[src/rtl/lockin_pkg.sv]
`default_nettype none
// ============================================================================
// Module      : lockin_pkg
// Description : Shared widths, FSM state type and the output saturation
//               helper for the lock-in demodulator.
// Revision    : 1.0 - initial release
// ============================================================================
package lockin_pkg;

  localparam int DATA_W   = 16;
  localparam int MAX_LOG2 = 12;
  localparam int PROD_W   = 2 * DATA_W;
  localparam int ACC_W    = PROD_W + MAX_LOG2;
  // One extra bit so the window-end compare value never wraps.
  localparam int CNT_W    = MAX_LOG2 + 1;

  typedef enum logic [0:0] {
    FILL = 1'b0,
    DUMP = 1'b1
  } state_e;

  // Clamp a wide signed value into the signed DATA_W output range.
  function automatic logic [DATA_W-1:0] sat_to_data(input logic signed [ACC_W-1:0] v);
    logic signed [ACC_W-1:0] hi;
    logic signed [ACC_W-1:0] lo;
    hi = ACC_W'((1 << (DATA_W - 1)) - 1);
    lo = -hi - ACC_W'(1);
    if (v > hi) begin
      return {1'b0, {(DATA_W-1){1'b1}}};
    end else if (v < lo) begin
      return {1'b1, {(DATA_W-1){1'b0}}};
    end else begin
      return v[DATA_W-1:0];
    end
  endfunction

  // Window exponents above the supported maximum fall back to the maximum.
  function automatic logic [3:0] clamp_log2(input logic [3:0] d);
    return (d > 4'(MAX_LOG2)) ? 4'(MAX_LOG2) : d;
  endfunction

endpackage
`default_nettype wire

[src/rtl/lockin_mac_channel.sv]
`default_nettype none
// ============================================================================
// Module      : lockin_mac_channel
// Description : One demodulation channel: input register, signed multiply,
//               integrate-and-dump accumulator, mean shift and saturation.
//               Window control (valids, dump, clear, length) comes from top.
// Revision    : 1.0 - initial release
// ============================================================================
module lockin_mac_channel
  import lockin_pkg::*;
(
  input  logic              clk,
  input  logic              rst,
  input  logic              in_valid_i,
  input  logic [DATA_W-1:0] adc_i,
  input  logic [DATA_W-1:0] ref_i,
  input  logic              a_valid_i,
  input  logic              b_valid_i,
  input  logic              clr_i,
  input  logic              dump_i,
  input  logic [3:0]        win_log2_i,
  output logic [DATA_W-1:0] res_o
);

  logic signed [DATA_W-1:0] adc_q;
  logic signed [DATA_W-1:0] ref_q;
  logic signed [PROD_W-1:0] prod_q;
  logic signed [ACC_W-1:0]  acc_q;
  logic [DATA_W-1:0]        res_q;

  logic signed [PROD_W-1:0] prod_w;
  logic signed [ACC_W-1:0]  sum_w;
  logic signed [ACC_W-1:0]  mean_w;
  logic signed [ACC_W-1:0]  scaled_w;

  // Operands are sign-extended first so the full product is kept.
  assign prod_w   = PROD_W'(adc_q) * PROD_W'(ref_q);
  assign sum_w    = acc_q + ACC_W'(prod_q);
  assign mean_w   = sum_w >>> win_log2_i;
  assign scaled_w = mean_w >>> (DATA_W - 1);

  // Stage A: capture the sample pair when the input is valid.
  always_ff @(posedge clk) begin
    if (rst) begin
      adc_q <= '0;
      ref_q <= '0;
    end else if (in_valid_i) begin
      adc_q <= adc_i;
      ref_q <= ref_i;
    end
  end

  // Stage B: register the signed product.
  always_ff @(posedge clk) begin
    if (rst) begin
      prod_q <= '0;
    end else if (a_valid_i) begin
      prod_q <= prod_w;
    end
  end

  // Stage C: integrate, or empty the accumulator on the window's last sample.
  always_ff @(posedge clk) begin
    if (rst || clr_i) begin
      acc_q <= '0;
    end else if (b_valid_i) begin
      acc_q <= dump_i ? '0 : sum_w;
    end
  end

  // Result register: updated only on a dump, holds otherwise.
  always_ff @(posedge clk) begin
    if (rst) begin
      res_q <= '0;
    end else if (dump_i) begin
      res_q <= sat_to_data(scaled_w);
    end
  end

  assign res_o = res_q;

endmodule
`default_nettype wire

[src/rtl/lockin_demod.sv]
`default_nettype none
// ============================================================================
// Module      : lockin_demod
// Description : Dual-channel lock-in demodulator. Shared valid pipeline,
//               sample counter and FILL/DUMP control drive the I (sin) and
//               Q (cos) channels so both dump on the same cycle.
// Revision    : 1.0 - initial release
// ============================================================================
module lockin_demod
  import lockin_pkg::*;
(
  input  logic              clk,
  input  logic              rst,
  input  logic              in_valid,
  input  logic [DATA_W-1:0] adc_in,
  input  logic [DATA_W-1:0] sin_in,
  input  logic [DATA_W-1:0] cos_in,
  input  logic [3:0]        dec_log2,
  input  logic              sync_in,
  output logic [DATA_W-1:0] i_out,
  output logic [DATA_W-1:0] q_out,
  output logic              out_valid
);

  state_e           state_q;
  state_e           state_d;
  logic             a_valid_q;
  logic             b_valid_q;
  logic [CNT_W-1:0] cnt_q;
  logic [3:0]       win_q;
  logic             latch_pend_q;

  logic [3:0]       win_eff_w;
  logic             cnt_last_w;
  logic             dump_w;

  // A pending latch marks a window start (after reset, sync or dump); the
  // window length is taken live from dec_log2 then and frozen afterwards.
  assign win_eff_w  = latch_pend_q ? clamp_log2(dec_log2) : win_q;
  assign cnt_last_w = (cnt_q == ((CNT_W'(1) << win_eff_w) - CNT_W'(1)));
  assign dump_w     = b_valid_q && !sync_in && cnt_last_w;

  // Valid pipeline alongside stages A and B; sync drops in-flight samples.
  always_ff @(posedge clk) begin
    if (rst || sync_in) begin
      a_valid_q <= 1'b0;
      b_valid_q <= 1'b0;
    end else begin
      a_valid_q <= in_valid;
      b_valid_q <= a_valid_q;
    end
  end

  // Sample counter within the current window.
  always_ff @(posedge clk) begin
    if (rst || sync_in) begin
      cnt_q <= '0;
    end else if (b_valid_q) begin
      cnt_q <= dump_w ? '0 : cnt_q + CNT_W'(1);
    end
  end

  // Window length latch and its pending flag.
  always_ff @(posedge clk) begin
    if (rst) begin
      win_q        <= '0;
      latch_pend_q <= 1'b1;
    end else begin
      win_q        <= win_eff_w;
      latch_pend_q <= sync_in || dump_w;
    end
  end

  // FSM state register.
  always_ff @(posedge clk) begin
    if (rst) begin
      state_q <= FILL;
    end else begin
      state_q <= state_d;
    end
  end

  // FSM next state: DUMP lasts exactly the cycle after each dump edge.
  always_comb begin
    state_d = FILL;
    if (dump_w) begin
      state_d = DUMP;
    end
  end

  // FSM output: the result strobe.
  always_comb begin
    out_valid = 1'b0;
    if (state_q == DUMP) begin
      out_valid = 1'b1;
    end
  end

  lockin_mac_channel u_chan_i (
    .clk        (clk),
    .rst        (rst),
    .in_valid_i (in_valid),
    .adc_i      (adc_in),
    .ref_i      (sin_in),
    .a_valid_i  (a_valid_q),
    .b_valid_i  (b_valid_q),
    .clr_i      (sync_in),
    .dump_i     (dump_w),
    .win_log2_i (win_eff_w),
    .res_o      (i_out)
  );

  lockin_mac_channel u_chan_q (
    .clk        (clk),
    .rst        (rst),
    .in_valid_i (in_valid),
    .adc_i      (adc_in),
    .ref_i      (cos_in),
    .a_valid_i  (a_valid_q),
    .b_valid_i  (b_valid_q),
    .clr_i      (sync_in),
    .dump_i     (dump_w),
    .win_log2_i (win_eff_w),
    .res_o      (q_out)
  );

endmodule
`default_nettype wire

[config.mk]
export PLATFORM = sky130hd
export DESIGN_NAME = lockin_demod
export DESIGN_NICKNAME = d
export VERILOG_FILES = /design/src/rtl/lockin_pkg.sv /design/src/rtl/lockin_mac_channel.sv /design/src/rtl/lockin_demod.sv
export SDC_FILE = /design/constraint.sdc
export NUM_CORES = 2
export LEC_CHECK = 0
export CAP_MARGIN = 20
export CORE_MARGIN = 3
export CORE_UTILIZATION = 55
export DETAILED_ROUTE_END_ITERATION = 10
export GPL_TIMING_DRIVEN = 0
export PLACE_DENSITY = 0.8
export SYNTH_ARGS = -nofsm -noshare
export SYNTH_HDL_FRONTEND = slang
export SYNTH_SLANG_ARGS = --single-unit
[constraint.sdc]
create_clock -name clk -period 8 [get_ports clk]
set_clock_uncertainty 0.1 [all_clocks]
set_input_delay 1.6 -clock clk [delete_from_list [all_inputs] [get_ports clk]]
set_output_delay 1.6 -clock clk [all_outputs]
set_load 0.1 [all_outputs]
### Yosys cells after proc, flatten, opt, wreduce, memory -nomap -nowiden

Cells that the tools add are included.

* flip-flop bits (word level): 253
* bits of input ports: 56

* equal/unequal tests: 1
* reduce and logical (&&, ||, !) cells: 5
* mux-type cells: 11
* $mul: 2
* add/subtract/negate cells: 4
* order comparisons: 5
* shifts and indexed selects: 3

Operator list (number)
* $add 44x32->44: 2
* $mux 44: 2
* $sshr 44x4->44: 2
* $mul 16x16->32: 2
* $mux 16: 4
* $gt 29x16->1 const B: 2
* $lt 29x16->1 const B: 2
* $add 13x1->13 const B: 1
* $eq 13x13->1: 1
* $mux 13: 1
* $shl 1x4->13 const A: 1
* $sub 13x1->13 const B: 1
* $mux 4: 2
* $gt 4x4->1 const B: 1
* $logic_and 1x1->1: 2
* $logic_or 1x1->1: 2
* $mux 1: 2
* $logic_not 1->1: 1

### Logic depth before layout (Yosys ltp)

* depth after elaboration: 8
* mapped depth: 28
* mapped depth without buffers: 26

### By module

Synthesis repeated with hierarchy kept, for this count alone.

* cells, all modules: 4681
* area total of the unflattened synthesis: 39514.1 µm²

By module, submodules not included
* lockin_mac_channel (u_chan_i): cells each 2269, instances 1, area each 19057.0 µm²
* lockin_mac_channel (u_chan_q): cells each 2221, instances 1, area each 18859.3 µm²
* lockin_demod: cells each 191, instances 1, area each 1597.8 µm²

### Worst setup path before layout

No wires, ideal clock.

* kind: reg-to-reg
* start: register u_chan_i.ref_q[8]
* end: register u_chan_i.prod_q[30]
* setup time: 128 ps
* data arrival time: 6418 ps
* slack: 1355 ps
* period minus slack after synthesis: 6645 ps
* cell stages (with the launch flop): 24
* cell sequence: dfxtp_1 -> clkbuf_1 -> clkbuf_1 -> nand2_1 -> fa_1 -> inv_1 -> fa_1 -> inv_1 -> fa_1 -> inv_1 -> fa_1 -> fa_1 -> inv_1 -> fa_1 -> inv_1 -> ha_1 -> or4_1 -> o41ai_1 -> o211ai_1 -> and3_1 -> a2111oi_0 -> xnor2_1 -> mux2i_1 -> nor2_1

* cells in the longest elaborated chain, start to end: 1

RTL lines
* start: declaration: line lockin_mac_channel.sv:26 `logic signed [DATA_W-1:0] ref_q;`
* start signal: assignment: line lockin_mac_channel.sv:49 `ref_q <= ref_i;`
* $mul 16x16->32: line lockin_mac_channel.sv:37 `assign prod_w = PROD_W'(adc_q) * PROD_W'(ref_q);`
* end signal: assignment: line lockin_mac_channel.sv:58 `prod_q <= prod_w;`
* end: declaration: line lockin_mac_channel.sv:27 `logic signed [PROD_W-1:0] prod_q;`

No other way between the ends.
A chain may end at the register's enable or synchronous reset.

### Worst setup path after layout

* start: register u_chan_i.adc_q[8]
* end: register u_chan_i.prod_q[31]

* cells in the longest elaborated chain, start to end: 1

RTL lines
* start: declaration: line lockin_mac_channel.sv:25 `logic signed [DATA_W-1:0] adc_q;`
* start signal: assignment: line lockin_mac_channel.sv:48 `adc_q <= adc_i;`
* $mul 16x16->32: line lockin_mac_channel.sv:37

No other way between the ends.

==> metrics.md <==
| Metric | Value |
|---|---|
| Vias/cell | `6.03` |
| Cts bufs inserted | `31` |
| Syn_nets | `roughly 5300` |
| Drt pass-1 iters | `6` |
| CTS tree | `yes` |
| Clk Latency, worst-skew pair | `620 ps` |
| GPL Wtd Cong | `1.01` |
| Global route total overflow | `0` |
| Detail Route Antenna Nets | `0` |
| Layout area overhead | `8.27%` |
| Synth cell types | `100` |
| Remaining DRCs | `0` |
| IO Pins | `89` |
| Total of max-cap violations | `0` |
| Reg clk slew, reported paths | `~60 ps` |
| Fin. max-slew vios | `0` |
| Critical Path Start Type | `flip-flop` |
| Share of the synthesized area in the top cell type | `28.4%` |
| Die Ht | `266 um` |
| Crit-path cells | `clkbuf_1 -> nand2_1 -> fa_1 -> fa_1 -> fa_1 -> inv_1 -> fa_1 -> fa_1 -> inv_1 -> fa_1 -> inv_1 -> ha_1 -> or4_1 -> nor2_1 -> o211ai_1 -> a21oi_1 -> nor2_1 -> o21a_1 -> or4_1 -> nand3_1 -> a31oi_1 -> xnor2_1 -> a211oi_1` |
| Required time of the worst setup path | `8330 ps` |
| Routed len/inst | `21.9 um` |
| Iteration-0 DRC Markers | `2842` |
| Met2 WL | `55200 um` |
| Vias in the first global route | `33100` |
| IO Port Bufs | `87` |
| Fmax | `128 MHz` |
| Final Setup Violations | `0` |
| CP Max Fanout | `10` |
| Placement Setup Slack | `-232 ps` |
| Die ar. | `0.0706 mm2` |
| Die width | `between 200 and 300 um` |
| Largest net degree at the start of global routing | `17` |
| Post-synth EDFFs | `0` |
| Total track usage | `roughly a third` |
| Register area | `0.00506 mm2` |
| Clk buf depth | `3` |
| Filler Cells Inserted | `5830` |
| Async SR Flop Fraction | `0%` |
| Clock sinks | `253` |
| Final worst path period share | `between 90% and 100%` |
| Total number of vias | `between 30000 and 40000` |
| Starting density of the core | `56.0%` |
| Slew HR | `a little over a quarter` |
| Root buf cell | `clkbuf_16` |
| Multi-input gate area | `between 0.02 and 0.03 mm2` |
| Fin util | `60.6%` |
| Max rail drop VDD | `between 0.15 and 0.2 mV` |
| Final Hold Viols | `0` |
| Cell Area, Synth | `~0.037 mm2` |
| Critical-path top delay cell | `dfxtp_1` |
| Initial antenna violation count | `1` |
| Final setup margin | `162 ps` |
| Most frequent CP cell | `fa_1` |
| Status | `finished clean` |
| Layout cells sized above 1 | `3.59%` |
| Ys flop type | `dfxtp_1` |
| R2R Setup Slk | `160 ps` |
| Synthesized netlist cell count | `around 4400` |
| Met3 WL post-DR | `10800 um` |
| Crit. End Element | `flip-flop` |
| Sequential share of the synthesized area | `13.6%` |
| Number of diodes | `0` |
| Post-layout min period | `7840 ps` |
| Drt total wl | `119000 um` |
| Finished Cell Area | `0.0402 mm2` |
| PwrDens | `121 mW/mm2` |
| Uppermost layer routed | `met5` |
| CP arrival | `8170 ps` |
| Worst hold path class | `flip-flop to flip-flop` |
| WS Path Type | `flip-flop to flip-flop` |
| Placed Instance Area | `0.0391 mm2` |
| Depth of the CTS H-tree | `1` |
| Core box area | `0.0663 mm2` |
| Slew @ Worst Pin | `1090 ps` |
| Ranking of synthesized cells by area | `fa_1 28%, dfxtp_1 14%, ha_1 8.5%` |
| RSZ-0062 raised after global routing | `false` |
| FP Rows | `94` |
| First-pass GRT wire length | `~180000 um` |
| Post-layout nets | `5374` |
| Syn avg cell area | `8.41 um2` |
| Max incr delay on CP | `640 ps` |
| Metal-1 WL | `45800 um` |
| Synth area leader | `fa_1` |
| Hpwl dp | `96000 um` |
| Yosys warnings | `0` |
| LEAKAGE | `18.8 nW` |
| #FFs+latches synth | `253` |
synth_stat cells, types with 60 or more instances:
cell type	number
inv_1	606
fa_1	526
nand2_1	461
nor2_1	362
and2_1	264
dfxtp_1	253
ha_1	252
a21oi_1	225
clkbuf_1	194
o21ai_0	140
mux2i_1	133
xnor2_1	96
nand3_1	62
nor3_1	60
cells in the final DEF (no fill, tap or decap), drive strengths merged, types with 54 or more instances in the layout:
| cell | n |
|---|---|
| buf | 54 |
| clkdlybuf4s50 | 87 |
| o21ai | 158 |
| nor2 | 363 |
| a211oi | 67 |
| nand3 | 63 |
| and2 | 265 |
| ha | 252 |
| a21oi | 226 |
| mux2i | 133 |
| nand2 | 461 |
| xor2 | 58 |
| inv | 610 |
| dfxtp | 253 |
| xnor2 | 96 |
| clkbuf | 236 |
| fa | 526 |
| nor3 | 63 |
cell families after synthesis:
group	synth area share, %
AO/OA/AOI/OAI	15.6
AND/OR/NAND/NOR	17.7
XOR/XNOR	3.65
buffers and inverters	8.76
adder cells (fa/ha/maj)	36.9
flip-flops	13.6
multiplexers	3.77
registers in the layout (all words and copies together), names as in the netlist:
| name | cells |
|---|---|
| u_chan_i.res_o | 16 |
| u_chan_i.acc_q | 44 |
| u_chan_q.ref_q | 16 |
| b_valid_q | 1 |
| u_chan_q.prod_q | 32 |
| a_valid_q | 1 |
| state_q | 1 |
| u_chan_q.res_o | 16 |
| win_q | 4 |
| u_chan_i.ref_q | 16 |
| u_chan_i.adc_q | 16 |
| u_chan_q.acc_q | 44 |
| cnt_q | 13 |
| latch_pend_q | 1 |
| u_chan_i.prod_q | 32 |
metal layers:
metal  GRT usage (%)  vias up
met5               0        -
met1            41.5    15900
li1                -    14800
met4            16.2        2
met2            55.8     1679
met3            6.72      395
worst paths after layout:
| path | start | endpoint | depth (start not counted) |
|---|---|---|---|
| setup reg to reg | u_chan_i.adc_q[8]$_SDFFE_PP0P_ | u_chan_i.prod_q[31]$_SDFFE_PP0P_ | 23 |
| hold reg to reg | u_chan_q.acc_q[41]$_SDFFE_PP0P_ | u_chan_q.acc_q[41]$_SDFFE_PP0P_ | 2 |
| hold / removal | u_chan_q.acc_q[41]$_SDFFE_PP0P_ | u_chan_q.acc_q[41]$_SDFFE_PP0P_ | 2 |
| setup / recovery | u_chan_i.adc_q[8]$_SDFFE_PP0P_ | u_chan_i.prod_q[31]$_SDFFE_PP0P_ | 23 |
power by group:
group          switching [W]  internal [W]  leakage (nW)
clock               0.000599      0.000864         0.520
combinational        0.00127      0.000746          16.2
sequential         0.0000635       0.00130          2.05
total                0.00194       0.00291          18.8
timing repair:
item                       4_1_cts  5_1_grt
hold buffers                     0        0
gates resized for setup          1       45
buffers inserted                 0        2
setup endpoints to repair        1       14
pin swaps                        0        1
critical path: cells and delay by family, from the launching register on:
| kind | cells | cell delay [ps] |
|---|---|---|
| buffers and inverters | 4 | 750 |
| adders and majority gates | 7 | 3190 |
| xor gates and xnor gates | 1 | 450 |
| DFF | 1 | 640 |
| AOI/OAI and AO/OA | 5 | 890 |
| and+or+nand+nor | 6 | 1640 |
stage by stage:
stage / TNS (ps) / hold slack, ps / cells / power [W]
2_1_floorplan: 0 / 332 / 4416 / 0.00274
3_3_place_gp: -12790 / 342 / 5367 / 0.00330
3_5_place_dp: -3170 / 356 / 5369 / 0.00335
4_1_cts: 0 / 369 / 5425 / 0.00482
5_1_grt: 0 / 385 / 5427 / 0.00512
6_report: 0 / 362 / 5427 / 0.00484
final cells by class:
class	count	share of cell area, %
clock inverters	14	0.433
repair buffers	91	2.24
multi-input cells	3310	71.7
well taps	864	2.69
clock buffers	42	2.18
flip-flops and latches	253	12.6
inverters	609	5.69
plain buffers	244	2.47
No activity file was read; power rests on OpenSTA's default activity.
